File: src/rtl/dout_nibble_serializer_if.sv
// Stream-side and pin-side signals of the nibble serializer.
//   D_out_0_din / D_out_0_write / D_out_0_full_n : stream 0 (ap_fifo style)
//   D_out_1_din / D_out_1_write / D_out_1_full_n : stream 1 (ap_fifo style)
//   data_out / data_valid : framed nibble stream towards the pins
//   probe_out             : running XOR parity of emitted data nibbles
//   overflow              : sticky, a write was dropped on a full FIFO
// master = producer/observer side, slave = serializer side.
interface dout_nibble_serializer_if #(
    parameter int DATA_W = 32
);
    logic [DATA_W-1:0] D_out_0_din;
    logic              D_out_0_write;
    logic              D_out_0_full_n;
    logic [DATA_W-1:0] D_out_1_din;
    logic              D_out_1_write;
    logic              D_out_1_full_n;
    logic [3:0]        data_out;
    logic              data_valid;
    logic              probe_out;
    logic              overflow;

    modport master (
        output D_out_0_din, D_out_0_write, D_out_1_din, D_out_1_write,
        input  D_out_0_full_n, D_out_1_full_n,
        input  data_out, data_valid, probe_out, overflow
    );

    modport slave (
        input  D_out_0_din, D_out_0_write, D_out_1_din, D_out_1_write,
        output D_out_0_full_n, D_out_1_full_n,
        output data_out, data_valid, probe_out, overflow
    );
endinterface

File: src/rtl/dout_nibble_serializer.sv
// Buffers the two output streams of the gemm core in small FIFOs, picks words
// round-robin and sends each as a header nibble {3'b101, ch} followed by
// DATA_W/4 data nibbles, least significant first.
// Ports:
//   ap_clk  : clock, rising edge
//   ap_rst  : synchronous active-high reset
//   bus     : dout_nibble_serializer_if.slave (streams in, nibble stream out)
//
// state | meaning
// IDLE  | nothing on data_out; waiting for a non-empty FIFO
// HDR   | header nibble of the current word is on data_out
// DATA  | data nibble nib_cnt_q of the current word is on data_out
module dout_nibble_serializer #(
    parameter int DATA_W     = 32,
    parameter int FIFO_DEPTH = 4
) (
    input  logic                      ap_clk,
    input  logic                      ap_rst,
    dout_nibble_serializer_if.slave   bus
);
    localparam int NIB = DATA_W / 4;
    localparam int AW  = $clog2(FIFO_DEPTH);
    localparam int CW  = AW + 1;
    localparam int NCW = (NIB > 1) ? $clog2(NIB) : 1;

    typedef enum logic [1:0] {S_IDLE, S_HDR, S_DATA} state_t;

    state_t            state_q;
    logic [DATA_W-1:0] shift_q;
    logic [NCW-1:0]    nib_cnt_q;
    logic              rr_q;
    logic [3:0]        dout_q;
    logic              valid_q;
    logic              parity_q;
    logic              overflow_q;

    logic [1:0]          wr_en;
    logic [2*DATA_W-1:0] wr_data;
    logic [2*DATA_W-1:0] rd_data;
    logic [1:0]          non_empty;
    logic [1:0]          not_full;
    logic [1:0]          pop;

    logic              sel_ch;
    logic              arb_slot;
    logic              pop_en;
    logic [DATA_W-1:0] pop_word;
    logic              last_nib;

    assign wr_en   = {bus.D_out_1_write, bus.D_out_0_write};
    assign wr_data = {bus.D_out_1_din, bus.D_out_0_din};

    for (genvar c = 0; c < 2; c++) begin : g_fifo
        logic [DATA_W-1:0] mem_q [FIFO_DEPTH];
        logic [AW-1:0]     wr_ptr_q;
        logic [AW-1:0]     rd_ptr_q;
        logic [CW-1:0]     cnt_q;
        logic [CW-1:0]     cnt_d;
        logic              wr_ok;

        // Room is judged on the count at the start of the cycle, so a pop in
        // the same cycle never frees a slot for the incoming write.
        assign wr_ok = wr_en[c] && (cnt_q != CW'(FIFO_DEPTH));

        always_comb begin
            cnt_d = cnt_q;
            if (wr_ok && !pop[c]) cnt_d = cnt_q + CW'(1);
            if (!wr_ok && pop[c]) cnt_d = cnt_q - CW'(1);
        end

        always_ff @(posedge ap_clk) begin
            if (ap_rst) begin
                wr_ptr_q <= '0;
                rd_ptr_q <= '0;
                cnt_q    <= '0;
            end else begin
                if (wr_ok)  wr_ptr_q <= wr_ptr_q + AW'(1);
                if (pop[c]) rd_ptr_q <= rd_ptr_q + AW'(1);
                cnt_q <= cnt_d;
            end
        end

        always_ff @(posedge ap_clk) begin
            if (wr_ok) mem_q[wr_ptr_q] <= wr_data[c*DATA_W +: DATA_W];
        end

        assign rd_data[c*DATA_W +: DATA_W] = mem_q[rd_ptr_q];
        assign non_empty[c] = (cnt_q != '0);
        assign not_full[c]  = (cnt_q != CW'(FIFO_DEPTH));
    end

    // Both candidates: follow the pointer. One candidate: it wins outright.
    assign sel_ch   = (non_empty[0] && non_empty[1]) ? rr_q : non_empty[1];
    assign last_nib = (nib_cnt_q == NCW'(NIB - 1));
    assign arb_slot = (state_q == S_IDLE) || ((state_q == S_DATA) && last_nib);
    assign pop_en   = arb_slot && (non_empty != 2'b00);
    assign pop      = pop_en ? (sel_ch ? 2'b10 : 2'b01) : 2'b00;
    assign pop_word = sel_ch ? rd_data[DATA_W +: DATA_W] : rd_data[0 +: DATA_W];

    always_ff @(posedge ap_clk) begin
        if (ap_rst) begin
            state_q   <= S_IDLE;
            shift_q   <= '0;
            nib_cnt_q <= '0;
            rr_q      <= 1'b0;
            dout_q    <= 4'h0;
            valid_q   <= 1'b0;
            parity_q  <= 1'b0;
        end else if (pop_en) begin
            // Covers both IDLE and the last data nibble: header goes out next.
            state_q   <= S_HDR;
            shift_q   <= pop_word;
            rr_q      <= ~sel_ch;
            dout_q    <= {3'b101, sel_ch};
            valid_q   <= 1'b1;
        end else begin
            case (state_q)
                S_HDR: begin
                    state_q   <= S_DATA;
                    nib_cnt_q <= '0;
                    dout_q    <= shift_q[3:0];
                    shift_q   <= shift_q >> 4;
                    parity_q  <= parity_q ^ (^shift_q[3:0]);
                    valid_q   <= 1'b1;
                end
                S_DATA: begin
                    if (last_nib) begin
                        state_q <= S_IDLE;
                        dout_q  <= 4'h0;
                        valid_q <= 1'b0;
                    end else begin
                        nib_cnt_q <= nib_cnt_q + NCW'(1);
                        dout_q    <= shift_q[3:0];
                        shift_q   <= shift_q >> 4;
                        parity_q  <= parity_q ^ (^shift_q[3:0]);
                        valid_q   <= 1'b1;
                    end
                end
                default: begin
                    state_q <= S_IDLE;
                    dout_q  <= 4'h0;
                    valid_q <= 1'b0;
                end
            endcase
        end
    end

    always_ff @(posedge ap_clk) begin
        if (ap_rst) begin
            overflow_q <= 1'b0;
        end else if ((wr_en & ~not_full) != 2'b00) begin
            overflow_q <= 1'b1;
        end
    end

    assign bus.D_out_0_full_n = not_full[0];
    assign bus.D_out_1_full_n = not_full[1];
    assign bus.data_out       = dout_q;
    assign bus.data_valid     = valid_q;
    assign bus.probe_out      = parity_q;
    assign bus.overflow       = overflow_q;
endmodule
File: src/flat_wrapper.sv
// flat-port wrapper written by rule: the top's interface ports become plain ports
module dout_nibble_serializer_flat 
#(
    parameter int DATA_W     = 32,
    parameter int FIFO_DEPTH = 4
)
  (ap_clk, ap_rst, bus_D_out_0_din, bus_D_out_0_write, bus_D_out_1_din, bus_D_out_1_write, bus_D_out_0_full_n, bus_D_out_1_full_n, bus_data_out, bus_data_valid, bus_probe_out, bus_overflow);
  dout_nibble_serializer_if #(.DATA_W(DATA_W)) bus_i ();
  input  logic ap_clk;
  input  logic ap_rst;
  input wire logic [$bits(bus_i.D_out_0_din)-1:0] bus_D_out_0_din;
  input wire logic [$bits(bus_i.D_out_0_write)-1:0] bus_D_out_0_write;
  input wire logic [$bits(bus_i.D_out_1_din)-1:0] bus_D_out_1_din;
  input wire logic [$bits(bus_i.D_out_1_write)-1:0] bus_D_out_1_write;
  output wire logic [$bits(bus_i.D_out_0_full_n)-1:0] bus_D_out_0_full_n;
  output wire logic [$bits(bus_i.D_out_1_full_n)-1:0] bus_D_out_1_full_n;
  output wire logic [$bits(bus_i.data_out)-1:0] bus_data_out;
  output wire logic [$bits(bus_i.data_valid)-1:0] bus_data_valid;
  output wire logic [$bits(bus_i.probe_out)-1:0] bus_probe_out;
  output wire logic [$bits(bus_i.overflow)-1:0] bus_overflow;
  assign bus_i.D_out_0_din = bus_D_out_0_din;
  assign bus_i.D_out_0_write = bus_D_out_0_write;
  assign bus_i.D_out_1_din = bus_D_out_1_din;
  assign bus_i.D_out_1_write = bus_D_out_1_write;
  assign bus_D_out_0_full_n = bus_i.D_out_0_full_n;
  assign bus_D_out_1_full_n = bus_i.D_out_1_full_n;
  assign bus_data_out = bus_i.data_out;
  assign bus_data_valid = bus_i.data_valid;
  assign bus_probe_out = bus_i.probe_out;
  assign bus_overflow = bus_i.overflow;
  dout_nibble_serializer #(.DATA_W(DATA_W), .FIFO_DEPTH(FIFO_DEPTH)) u_core (.ap_clk(ap_clk), .ap_rst(ap_rst), .bus(bus_i));
endmodule
File: config.mk
export PLATFORM = sky130hd
export DESIGN_NAME = dout_nibble_serializer_flat
export DESIGN_NICKNAME = d
export VERILOG_FILES = /design/src/rtl/dout_nibble_serializer_if.sv /design/src/rtl/dout_nibble_serializer.sv /design/src/flat_wrapper.sv
export SDC_FILE = /design/constraint.sdc
export NUM_CORES = 1
export LEC_CHECK = 0
export BUFFER_PORTS_ARGS = -buffer_cell sky130_fd_sc_hd__buf_2
export CELL_PAD_IN_SITES_DETAIL_PLACEMENT = 1
export CELL_PAD_IN_SITES_GLOBAL_PLACEMENT = 1
export CORE_UTILIZATION = 56
export CTS_BUF_LIST = sky130_fd_sc_hd__clkbuf_4 sky130_fd_sc_hd__clkbuf_8
export CTS_CLUSTER_SIZE = 24
export DETAILED_ROUTE_END_ITERATION = 6
export MAX_ROUTING_LAYER = met4
export PLACE_DENSITY_LB_ADDON = 0.1
export SLEW_MARGIN = 20
export SYNTH_ARGS = -nofsm -noshare
export SYNTH_HDL_FRONTEND = slang
export SYNTH_SLANG_ARGS = --single-unit
export TNS_END_PERCENT = 1
File: constraint.sdc
create_clock -name ap_clk -period 6.5 [get_ports ap_clk]
set_input_delay 1.3 -clock ap_clk [delete_from_list [all_inputs] [get_ports ap_clk]]
set_output_delay 1.3 -clock ap_clk [all_outputs]
set_load 0.02 [all_outputs]
# After elaboration in Yosys (flattened, before gate mapping)

Memory sizes are Yosys's and may differ from the RTL's. A register that Yosys moved wholly into a read port is not among the register bits.
Index checks and enable logic that the tools add are counted.

Bitwise logic cells: 5
$add $sub $neg: 9
Equal/unequal tests: 9
Reductions and logical operators: 27
Muxes and demuxes: 32

Operators by type and width:

| cell                  | number |
|---|---|
| $mux W32              | 3 |
| $pmux W32 S2          | 1 |
| $mux W3               | 5 |
| $mux W2               | 7 |
| $reduce_bool A2 Y1    | 5 |
| $add A3 B1 Y3 const B | 3 |
| $logic_and A1 B1 Y1   | 9 |
| $mux W1               | 9 |
| $reduce_bool A3 Y1    | 3 |
| $add A2 B1 Y2 const B | 4 |
| $mux W4               | 2 |
| $pmux W4 S2           | 1 |
| $ne A3 B3 Y1 const B  | 2 |
| $pmux W3 S2           | 1 |
| $sub A3 B1 Y3 const B | 2 |
| $logic_not A1 Y1      | 4 |
| $pmux W1 S2           | 2 |
| $pmux W2 S2           | 1 |
| $reduce_xor A4 Y1     | 1 |
| $eq A3 B3 Y1 const B  | 1 |
| $ne A3 B1 Y1 const B  | 1 |
| $ne A3 B2 Y1 const B  | 1 |
| $reduce_and A3 Y1     | 1 |
| $and A2 B2 Y2         | 1 |
| 11 further kinds      | 12 |

Bits in writable memories: 256
Memories kept: 2
Bits in registers: 59
Output and inout bits: 9
Input port bits: 68

Memories:

| name                   | words | bits a word | read ports | clocked after memory_dff | wr ports | line                         | RTL |
|---|---|---|---|---|---|---|---|
| u_core.g_fifo[0].mem_q | 4     | 32          | 1          | 1                        | 1        | dout_nibble_serializer.sv:54 | `logic [DATA_W-1:0] mem_q [FIFO_DEPTH];` |
| u_core.g_fifo[1].mem_q | 4     | 32          | 1          | 1                        | 1        | dout_nibble_serializer.sv:54 |  |

# Longest topological paths before layout

Gate-level depths: netlist of the first run.

Depth in word-level cells: 9
Gate-level depth with buffers: 13

# Least setup slack after synthesis of the first run

No wires, ideal clock.

Kind: input-to-reg
From: input bus_D_out_1_write
To: register u_core.g_fifo[1].cnt_q[2]
Data arrival time: 2.732 ns
Buffers on the path: 0
Path slack: 3.697 ns
Cell stages on the path: 8
Cell sequence: and2_1 inv_1 ha_1 inv_1 fa_1 xor2_1 or3_1 a21oi_1

Word-level cells in the longest chain between the ends: 4
Elaborated cells between the ends (all ways): 6
Those cells by class: mux (1); reduce/logical (5)

Ends and longest elaborated chain:

| what                                                 | line                         | RTL |
|---|---|---|
| start: declaration                                   | flat_wrapper.sv:14           | `input wire logic [$bits(bus_i.D_out_1_write)-1:0] bus_D_out_1_write;` |
| $logic_and A1 B1 Y1 (*)                              | dout_nibble_serializer.sv:63 | `assign wr_ok = wr_en[c] && (cnt_q != CW'(FIFO_DEPTH));` |
| $logic_not A1 Y1                                     | dout_nibble_serializer.sv:68 | `if (!wr_ok && pop[c]) cnt_d = cnt_q - CW'(1);` |
| $logic_and A1 B1 Y1                                  | dout_nibble_serializer.sv:68 |  |
| $mux W3 / $reduce_bool A2 Y1 (equally long branches) | n/a                          |  |
| end signal: assignment                               | dout_nibble_serializer.sv:79 | `cnt_q <= cnt_d;` |
| end: declaration                                     | dout_nibble_serializer.sv:57 | `logic [CW-1:0] cnt_q;` |

Every way passes the cells marked *; elsewhere a longest branch is shown, timed or not.
A chain may end at the register's enable or synchronous reset.

# Worst setup path after layout of the first run

From: register u_core.g_fifo[0].cnt_q[2]
To: output bus_D_out_0_full_n

Word-level cells in the longest chain between the ends: 1

Ends and longest elaborated chain:

| what                     | line                         | RTL |
|---|---|---|
| start: declaration       | dout_nibble_serializer.sv:57 |  |
| start signal: assignment | dout_nibble_serializer.sv:79 |  |
| $ne A3 B3 Y1             | dout_nibble_serializer.sv:89 | `assign not_full[c] = (cnt_q != CW'(FIFO_DEPTH));` |
| end: declaration         | flat_wrapper.sv:15           | `output wire logic [$bits(bus_i.D_out_0_full_n)-1:0] bus_D_out_0_full_n;` |

No other way between the ends.

==> out/results.tsv, run 1 <==
stage	metric	value	unit
worst_setup_path	FF-to-FF path depth	11	
synth	most common flop cell mapped by yosys	edfxtp_1	
sta	setup TNS	0	ns
final_layout	fillers	1948	
hold_path	hold path cells	2	
worst_setup_path	worst setup path class	reg -> out	
sta	Tcrit/Tclk final	0.463	
floorplan	# rows	54	
synth	synthesized area per cell	16.8	sq um
synth	Yosys reg bits	319	
placement	DP Cell Count	1075	
worst_setup_path	Worst EP required	5.20	ns
sta	Fin. Hold Viols	0	
hold_path	Hold Path Class	reg -> reg	
worst_setup_path	critical path launch point type	register	
clock_tree	clock latency at the later pin of the worst-skew pair	0.58	ns
power_and_ir_drop	Leak	0.00485	uW
synth	Ys Warns	0	
floorplan	DIE HEIGHT	152	um
sta	maximum clock frequency	332	MHz
sta	worst hold slack	0.499	ns
global_route	vias in the first global route	7951	
clock_tree	post-CTS sizing	0	
synth	xor/xnor share of the synthesized area	0.00833	
floorplan	starting density of the core	0.575	
final_layout	nets	930	
run	max cap viols	0	
sta	Slew HR	0.264	
synth	count of cell types in the netlist	45	
route	detailed-route wire length per cell	25.4	um
sta	# setup viols final	0	
sta	worst-margin pin slew	1.10	ns
final_layout	Non-Filler Instances	1167	
synth	number of enable flip-flop cells after synthesis	256	
worst_setup_path	critical path arrival	1.71	ns
sta	Final min period	3.01	ns
clock_tree	CTS tree	built	
floorplan	die area	23100	sq um
route	WL final	29.6	mm
worst_setup_path	crit end category	output pin	
final_layout	fin util	0.650	
placement	Final GP Congestion	0.768	
outcome	outcome	complete, but fails checks	
final_layout	antenna cells	0	
synth	Post-Syn Instances	750	
clock_tree	H-tree Lvls	2	
placement	HPWL after DPL	17.9	mm
worst_setup_path	Worst Path Buf+Inv	1	
synth	Async S/R FF share, synth	0	
synth	post-synthesis compound-gate area fraction	0.0926	
clock_tree	Setup Buffers After CTS	0	
route	DRC Markers	10	
clock_tree	cts-stage hold buffer count	0	
global_route	initial antenna violation count	0	
synth	largest family of logic cells by synthesized area	multiplexers	
placement	port bufs	76	
power_and_ir_drop	Peak supply drop	0.219	mV
floorplan	I/O pin count	77	
clock_tree	CTS root buf	clkbuf_8	
worst_setup_path	Top delay family on crit path	simple AND/OR/NAND/NOR gates	
final_layout	Area growth, synth to finish	13.1	%
route	vias per cell	6.21	
clock_tree	Num CTS Buffers	49	
clock_tree	CTS clk-pin slew, worst paths	0.06	ns
sta	Worst Clk Skew	0.0260	ns
route	vias	7251	
synth	syn_nets	834	
route	DR iter-0 viols	455	
floorplan	CORE AREA	22000	sq um
worst_setup_path	Slowest-stage cell, CP	or3b_1	
sta	Slew Limit Fails	0	
global_route	largest net degree at the start of global routing	65	
synth	post-synthesis mux area share	0.118	
route	Antenna Nets Post-Route	0	
final_layout	share of layout cells above drive strength 1	0.276	
synth	post-synthesis adder-cell area fraction	0.0171	
global_route	GRT Total Usage	0.274	
clock_tree	Clock Path Buffers	3	
global_route	first-pass GRT wire length	45.7	mm
worst_setup_path	worst path cell trace	or3b_1 > buf_2	
global_route	global route overflow	0	
worst_setup_path	critical path depth in cells	2	
clock_tree	CTS sink cnt	319	
worst_setup_path	CP Max Fanout	9	
synth	register area share after synthesis	0.709	
route	drt pass-1 iters	6	
worst_setup_path	slowest cell delay on critical path	0.51	ns
outcome	failing checks	design-rule violations	
floorplan	Die X	152	um
power_and_ir_drop	Pwr Density	447	nW/um^2
sta	unrepaired setup endpoints after global routing	no	
synth	Synth Cell Area	12600	sq um
synth	simple-gate share of the synthesized area	0.0255	
## worst min-delay path: cells and delay by family, from the launching register on
kind	cells	cell delay, ns
flops	1	0.32
compound gates	2	0.13
## stage by stage
step	setup slack, ns	instance area (sq um)	total power, uW
after floorplan	3.70	12600	4130
after global placement	3.48	13300	4630
after detailed placement	3.40	13300	4780
after CTS	3.47	14300	6420
after global routing	3.41	14300	6680
final	3.49	14300	6370
## synth_stat cells (all sizes together) (3+ instances only)
master,number,share of area
buf,24,0.0094
or3,3,0.0015
o31ai,30,0.018
dfxtp,63,0.10
nor2,21,0.0062
xor2,7,0.0049
clkbuf,26,0.0077
and3,10,0.0050
nand2,5,0.0015
xnor2,5,0.0035
a21oi,47,0.019
nand4,4,0.0020
mux4,64,0.11
edfxtp,256,0.61
nor2b,3,0.0015
o21ai,33,0.013
a22o,8,0.0056
inv,39,0.012
nor3,4,0.0020
mux2i,3,0.0024
a31oi,29,0.014
a22oi,28,0.017
ha,14,0.014
## flip-flops by register name, summed over array words and instances (netlist names), 2 cells and up, named ones only
register	count
u_core.g_fifo.wr_ptr_q	4
u_core.state_q	2
u_core.g_fifo.mem_q	256
u_core.shift_q	32
u_core.g_fifo.rd_ptr_q	4
u_core.nib_cnt_q	3
u_core.g_fifo.cnt_q	6
u_core.bus.data_out	4
## routing by layer
layer | routed length, um | GRT usage | up-vias
met5 | 0 | - | -
met4 | 726 | 0.0982 | 0
met3 | 1500 | 0.0451 | 64
met2 | 15200 | 0.455 | 218
met1 | 12200 | 0.344 | 3772
li1 | - | - | 3197
## layout by cell type, fill, tap and decap left out, types with 2 or more instances in the layout
master,count
mux2i_1,3
a31oi_1,29
mux2_1,2
ha_1,14
a22oi_1,28
nand2b_1,2
dfxtp_2,2
buf_2,76
or3b_1,2
clkinv_1,14
nand4_1,4
clkbuf_8,51
clkinvlp_4,2
clkinv_2,6
buf_4,19
fa_1,2
and3_1,10
a311oi_1,2
xnor2_1,5
xor2_1,7
nor3_1,3
nand2_1,5
clkbuf_4,17
o31ai_1,30
nor2_1,21
o21ai_0,32
or4_1,2
a21oi_2,3
nor2b_1,3
mux4_2,64
o21a_1,2
inv_1,39
a21oi_1,44
or3_1,3
edfxtp_1,256
dfxtp_1,61
a22o_1,8
## cells by family (layout without fill, tap and decap cells)
| group | count (synthesis) | count (layout) |
|---|---|---|
| AOI/OAI and AO/OA | 185 | 185 |
| xor gates and xnor gates | 12 | 12 |
| muxes | 69 | 69 |
| adders and majority gates | 16 | 16 |
| and+or+nand+nor | 60 | 60 |
| DFF | 319 | 319 |
| buffers and inverters | 89 | 226 |
## power breakdown
| part | total (uW) | internal (uW) | leakage [uW] | switching, uW |
|---|---|---|---|---|
| logic | 2020 | 753 | 0.00147 | 1270 |
| registers | 2730 | 2530 | 0.00287 | 198 |
| clock network | 1620 | 870 | 0.000511 | 752 |
## cell type report
| class | count | area (sq um) | share of cell area |
|---|---|---|---|
| clock buffer | 68 | 830 | 0.0582 |
| clock inverter | 24 | 139 | 0.00974 |
| multi-input combinational | 342 | 3320 | 0.233 |
| tap | 280 | 350 | 0.0246 |
| inverter | 39 | 146 | 0.0103 |
| timing repair buffer | 95 | 523 | 0.0367 |
| sequential | 319 | 8950 | 0.628 |
## worst paths after layout
kind                             startpoint                   endpoint  slack, ns
hold reg to reg         u_core.nib_cnt_q[1]        u_core.nib_cnt_q[1]       0.50
hold / removal          u_core.nib_cnt_q[1]        u_core.nib_cnt_q[1]       0.50
setup reg to reg        u_core.nib_cnt_q[0]  u_core.g_fifo[1].cnt_q[2]       3.64
setup / recovery  u_core.g_fifo[0].cnt_q[2]         bus_D_out_0_full_n       3.49
No activity file was read; power rests on OpenSTA's default activity.
==> run 2: changes to the inputs <==
CORE_UTILIZATION = 54   (was 56)
clock period = 2.8 ns   (was 6.5 ns; I/O delays follow)
==> run 2 against run 1 <==
Net effect: the flow now finishes without violations; wire length decreased by 3.7%; first-iteration DRC count shrank 5.1%; critical path depth up 9; sequential share of layout area down 0.58 points; setup slack lost 3.4 ns; hold slack worse by 0.29 ns; non-clock buffer count grew 10; clock power up 130%; global-route usage fell by 1.9 points; design area grew 0.95%; register-to-register slack got worse by 3.5 ns; clock skew shrank 0.010 ns.
==> out/results.tsv, run 2 (same netlist as run 1, synthesis figures left out) <==
stage	metric	value	unit	change
worst_setup_path	Slowest-stage cell, CP	fa_1		
worst_setup_path	reg2reg setup slack	0.13	ns	-3.51 ns
route	WL final	28.5	mm	-3.7%
final_layout	most frequent cells in the layout	edfxtp_1, buf_2, mux4_2		
final_layout	share of layout cells above drive strength 1	0.286		+0.00982
clock_tree	clock latency at the later pin of the worst-skew pair	0.57	ns	about the same
placement	Final GP Congestion	0.815		+6.1%
sta	maximum clock frequency	374	MHz	
clock_tree	Setup Buffers After CTS	0		unchanged
worst_setup_path	Worst EP required	3.29	ns	-1.91 ns
sta	Slew Limit Fails	0		unchanged
floorplan	die area	24000	sq um	+3.7%
final_layout	flip-flop and latch area	8950	sq um	about the same
floorplan	# rows	55		+1.9%
worst_setup_path	worst path cell trace	ha_1 > ha_1 > a21o_1 > o211ai_1 > inv_1 > ha_1 > inv_1 > fa_1 > xor2_1 > or3_1 > a21oi_1		
global_route	global route overflow	0		unchanged
worst_setup_path	Top delay family on crit path	adder cells		
sta	worst-margin pin slew	0.921	ns	-0.181 ns
floorplan	Die X	155	um	+1.8%
sta	Tcrit/Tclk final	0.955		
route	Antenna Nets Post-Route	0		unchanged
outcome	outcome	finished, final reports clean		
global_route	initial antenna violation count	0		unchanged
sta	setup TNS	0	ns	unchanged
floorplan	starting density of the core	0.554		-0.0207
global_route	largest net degree at the start of global routing	38		-42%
floorplan	DIE HEIGHT	155	um	+1.8%
final_layout	biggest regs	u_core.g_fifo.mem_q x256, u_core.shift_q x32, u_core.g_fifo.cnt_q x6		
placement	port bufs	76		unchanged
sta	unrepaired setup endpoints after global routing	no		
clock_tree	H-tree Lvls	2		unchanged
worst_setup_path	worst setup path class	reg -> reg		
power_and_ir_drop	Peak supply drop	0.696	mV	+220%
worst_setup_path	most used cell, CP	ha_1		
final_layout	nets	941		+1.2%
clock_tree	Num CTS Buffers	50		+2.0%
worst_setup_path	critical path launch point type	register		
route	met2 WL	14.4	mm	-5.3%
worst_setup_path	slowest cell delay on critical path	0.44	ns	-0.07 ns
clock_tree	cts-stage hold buffer count	0		unchanged
global_route	vias in the first global route	7713		-3.0%
power_and_ir_drop	Leak	0.00490	uW	+1.2%
worst_setup_path	critical path arrival	3.16	ns	+1.45 ns
clock_tree	CTS root buf	clkbuf_8		
final_layout	Multi-input gate area	3320	sq um	unchanged
sta	Fin. Hold Viols	0		unchanged
clock_tree	CTS clk-pin slew, worst paths	0.06	ns	about the same
power_and_ir_drop	Final Power	14900	uW	+130%
run	max cap viols	0		unchanged
final_layout	fillers	2028		+4.1%
floorplan	CORE AREA	22800	sq um	+3.7%
global_route	GRT Total Usage	0.255		-0.0192
route	detailed-route wire length per cell	23.6	um	-7.0%
floorplan	I/O pin count	77		unchanged
route	met3 wire length	1.37	mm	-8.5%
clock_tree	Clock Path Buffers	3		unchanged
route	DRC Markers	0		-10
sta	Final min period	2.67	ns	
final_layout	antenna cells	0		unchanged
placement	HPWL after DPL	17.8	mm	-0.32%
sta	Worst Clk Skew	0.0159	ns	-0.0101 ns
final_layout	commonest non-fill, non-tap cell in the layout	edfxtp_1		
final_layout	Top reg by flops	u_core.g_fifo.mem_q		
power_and_ir_drop	Pwr Density	1040	nW/um^2	+130%
route	vias	7168		-1.1%
route	Max Used Layer	met4		
final_layout	fin util	0.632		-0.0174
sta	Slew HR	0.382		+0.118
route	wl on met1	12.1	mm	-0.80%
worst_setup_path	CP Max Fanout	5		-4
route	drt pass-1 iters	5		-1
sta	# setup viols final	0		unchanged
hold_path	Hold Path Class	in -> reg		
final_layout	Area growth, synth to finish	14.1	%	
final_layout	flip-flop count of the largest register after layout	256		unchanged
clock_tree	CTS sink cnt	319		unchanged
global_route	first-pass GRT wire length	44.1	mm	-3.5%
clock_tree	CTS tree	built		
route	DR iter-0 viols	432		-5.1%
worst_setup_path	Worst Path Buf+Inv	2		+1
worst_setup_path	crit end category	register		
route	vias per cell	5.93		-4.5%
==> run 2: worst reg2reg max path: cells and delay by family (launching register included) <==
family                   cells  cell delay (ns)
XOR/XNOR                     1             0.16
adder cells (fa/ha/maj)      4             1.09
flip-flops                   1             0.36
AND/OR/NAND/NOR              1             0.31
AO/OA/AOI/OAI                3             0.48
buffers and inverters        2             0.18
==> run 2: final cells by class <==
class,count,share of cell area
Sequential cell,319,0.622
Multi-Input combinational cell,342,0.231
Clock buffer,74,0.0620
Timing Repair Buffer,105,0.0433
Tap cell,313,0.0272
Inverter,39,0.0102
Clock inverter,16,0.00469
==> run 2: final timing paths <==
path,from,endpoint,cells past startpoint
setup / recovery,u_core.nib_cnt_q[0],u_core.g_fifo[1].cnt_q[2],11
hold reg to reg,u_core.state_q[0],u_core.state_q[0],2
setup reg to reg,u_core.nib_cnt_q[0],u_core.g_fifo[1].cnt_q[2],11
hold / removal,bus_D_out_1_din[3],u_core.g_fifo[1].mem_q[2][3],1
==> run 2: power by group <==
group	leakage, uW	switching [uW]	internal, uW
Sequential	0.00287	359	5880
Clock	0.000511	1730	2030
Combinational	0.00152	3010	1900
==> run 2: repair_timing <==
action,CTS,global route
endpoints found under the hold margin,0,0
endpoints found under the setup margin,0,1
gates resized for setup,0,1
==> run 2: routing by layer <==
metal	vias up	GRT usage
li1	3214	-
met1	3710	0.324
met2	191	0.421
met5	-	-
met4	0	0.0835
met3	53	0.0437
==> run 2: per-stage QoR <==
step | worst slack, ns | cell area [sq um] | hold slack (ns) | std cells
after floorplan | 0.327 | 12600 | 0.453 | 750
after global placement | 0.339 | 13400 | 0.462 | 1118
after detailed placement | 0.178 | 13400 | 0.471 | 1118
after CTS | 0.155 | 14400 | 0.171 | 1208
after global routing | 0.00556 | 14400 | 0.185 | 1208
final | 0.125 | 14400 | 0.208 | 1208
==> run 3: changes to the inputs <==
BUFFER_PORTS_ARGS = -buffer_cell sky130_fd_sc_hd__clkbuf_2   (was -buffer_cell sky130_fd_sc_hd__buf_2)
==> run 3 against run 2 <==
Net effect: sequential share of layout area fell by 0.22 points; wire length rose by 0.18%; critical endpoint unchanged; first-iteration DRC count rose by 13%; via count rose by 0.28%; design area rose by 0.34%; largest cell class unchanged; sequential power barely moved.
==> out/results.tsv, run 3 (same netlist as run 1, synthesis figures left out) <==
stage	metric	value	unit	change
clock_tree	H-tree Lvls	2		unchanged
power_and_ir_drop	Final Power	15000	uW	+0.66%
sta	Slew HR	0.433		+0.0512
sta	worst hold slack	0.191	ns	-0.0172 ns
route	met3 wire length	1.20	mm	-12%
clock_tree	CTS sink cnt	319		unchanged
clock_tree	CTS tree	built		
power_and_ir_drop	Pwr Density	1040	nW/um^2	+0.32%
sta	setup TNS	0	ns	unchanged
global_route	vias in the first global route	7832		+1.5%
global_route	global route overflow	0		unchanged
final_layout	flip-flop and latch area	8950	sq um	about the same
floorplan	starting density of the core	0.554		unchanged
clock_tree	Setup Buffers After CTS	0		unchanged
route	detailed-route wire length per cell	23.6	um	about the same
global_route	first-pass GRT wire length	43.8	mm	-0.72%
worst_setup_path	crit end category	register		
final_layout	Area growth, synth to finish	14.5	%	
final_layout	Multi-input gate area	3320	sq um	unchanged
sta	maximum clock frequency	380	MHz	+1.7%
sta	# setup viols final	0		unchanged
floorplan	CORE AREA	22800	sq um	unchanged
final_layout	Top reg by flops	u_core.g_fifo.mem_q		
route	DR iter-0 viols	490		+13%
clock_tree	CTS root buf	clkbuf_8		
clock_tree	CTS clk-pin slew, worst paths	0.06	ns	about the same
final_layout	nets	939		-0.21%
worst_setup_path	CP Max Fanout	8		+3
floorplan	# rows	55		unchanged
placement	port bufs	76		unchanged
sta	Final min period	2.63	ns	-0.0436 ns
sta	min setup slack post-route	0.169	ns	+0.0436 ns
clock_tree	Num CTS Buffers	51		+2.0%
global_route	largest net degree at the start of global routing	42		+11%
route	drt pass-1 iters	5		unchanged
clock_tree	clock latency at the later pin of the worst-skew pair	0.58	ns	about the same
power_and_ir_drop	Leak	0.00493	uW	+0.49%
final_layout	fillers	2030		+0.099%
sta	unrepaired setup endpoints after global routing	no		
sta	Tcrit/Tclk final	0.940		-0.0156
final_layout	flip-flop count of the largest register after layout	256		unchanged
route	vias per cell	5.94		+0.11%
sta	Slew Limit Fails	0		unchanged
floorplan	I/O pin count	77		unchanged
route	vias	7188		+0.28%
run	max cap viols	0		unchanged
placement	HPWL after DPL	17.5	mm	-2.0%
route	wl on met1	12.5	mm	+2.9%
clock_tree	Clock Path Buffers	3		unchanged
power_and_ir_drop	Peak supply drop	0.628	mV	-9.7%
sta	worst-margin pin slew	0.845	ns	-0.0763 ns
worst_setup_path	critical path arrival	3.14	ns	-0.02 ns
clock_tree	post-CTS sizing	0		unchanged
hold_path	Hold Path Class	in -> reg		
worst_setup_path	Worst EP required	3.31	ns	+0.02 ns
worst_setup_path	FF-to-FF path depth	9		-2
floorplan	Die X	155	um	unchanged
outcome	outcome	finished, final reports clean		
route	met2 WL	14.4	mm	+0.13%
final_layout	share of layout cells above drive strength 1	0.286		-0.000319
floorplan	DIE HEIGHT	155	um	unchanged
placement	Final GP Congestion	0.802		-1.5%
floorplan	die area	24000	sq um	unchanged
final_layout	most frequent cells in the layout	edfxtp_1, clkbuf_2, mux4_2		
global_route	GRT Total Usage	0.254		-0.00120
sta	Worst Clk Skew	0.0145	ns	-0.00137 ns
final_layout	biggest regs	u_core.g_fifo.mem_q x256, u_core.shift_q x32, u_core.g_fifo.cnt_q x6		
route	WL final	28.6	mm	+0.18%
worst_setup_path	critical path launch point type	register		
route	Antenna Nets Post-Route	0		unchanged
final_layout	commonest non-fill, non-tap cell in the layout	edfxtp_1		
worst_setup_path	worst setup path class	reg -> reg		
global_route	initial antenna violation count	1		+1
route	DRC Markers	0		unchanged
hold_path	hold path cells	1		unchanged
placement	Place WS	0.207	ns	+0.0287 ns
route	Max Used Layer	met4		
sta	Fin. Hold Viols	0		unchanged
clock_tree	cts-stage hold buffer count	0		unchanged
-- run 3: layout make-up --
| type | instances | share of cell area |
|---|---|---|
| inverter | 39 | 0.0101 |
| tap | 313 | 0.0271 |
| antenna | 1 | 0.000173 |
| timing repair buffer | 102 | 0.0424 |
| sequential | 319 | 0.620 |
| clock inverter | 26 | 0.0113 |
| multi-input combinational | 342 | 0.230 |
| clock buffer | 68 | 0.0592 |
-- run 3: worst paths after layout --
check | startpoint | end | slack [ns]
setup / recovery | u_core.g_fifo[1].cnt_q[2] | u_core.g_fifo[1].cnt_q[2] | 0.17
setup reg to reg | u_core.g_fifo[1].cnt_q[2] | u_core.g_fifo[1].cnt_q[2] | 0.17
hold reg to reg | u_core.nib_cnt_q[1] | u_core.nib_cnt_q[1] | 0.49
hold / removal | bus_D_out_0_din[27] | u_core.g_fifo[0].mem_q[3][27] | 0.19
-- run 3: power breakdown --
part / switching, uW / total, uW / internal (uW) / leakage, uW
Combinational: 2980 / 4840 / 1860 / 0.00152
Sequential: 373 / 6260 / 5880 / 0.00287
Clock: 1820 / 3920 / 2100 / 0.000535
-- run 3: critical path, cell delays in order (launching register included) --
cell and delay (ns):
dfxtp_1 0.46, or3b_1 0.46, and2_1 0.23, inv_1 0.09, ha_1 0.18, inv_1 0.08, fa_1 0.43, xor2_1 0.16
or3_1 0.32, a21oi_1 0.14
-- run 3: layer usage --
| metal | GRT usage | vias up |
|---|---|---|
| met5 | - | - |
| met4 | 0.0778 | 0 |
| met3 | 0.0415 | 49 |
| met2 | 0.418 | 197 |
| met1 | 0.328 | 3721 |
| li1 | - | 3221 |
-- run 3: through the flow --
step                utilization  area [sq um]  instances
floorplan                     -         12600        750
global placement          0.589         13400       1115
detailed placement        0.589         13400       1115
CTS                       0.634         14400       1209
global route              0.634         14400       1210
finish                    0.634         14400       1210
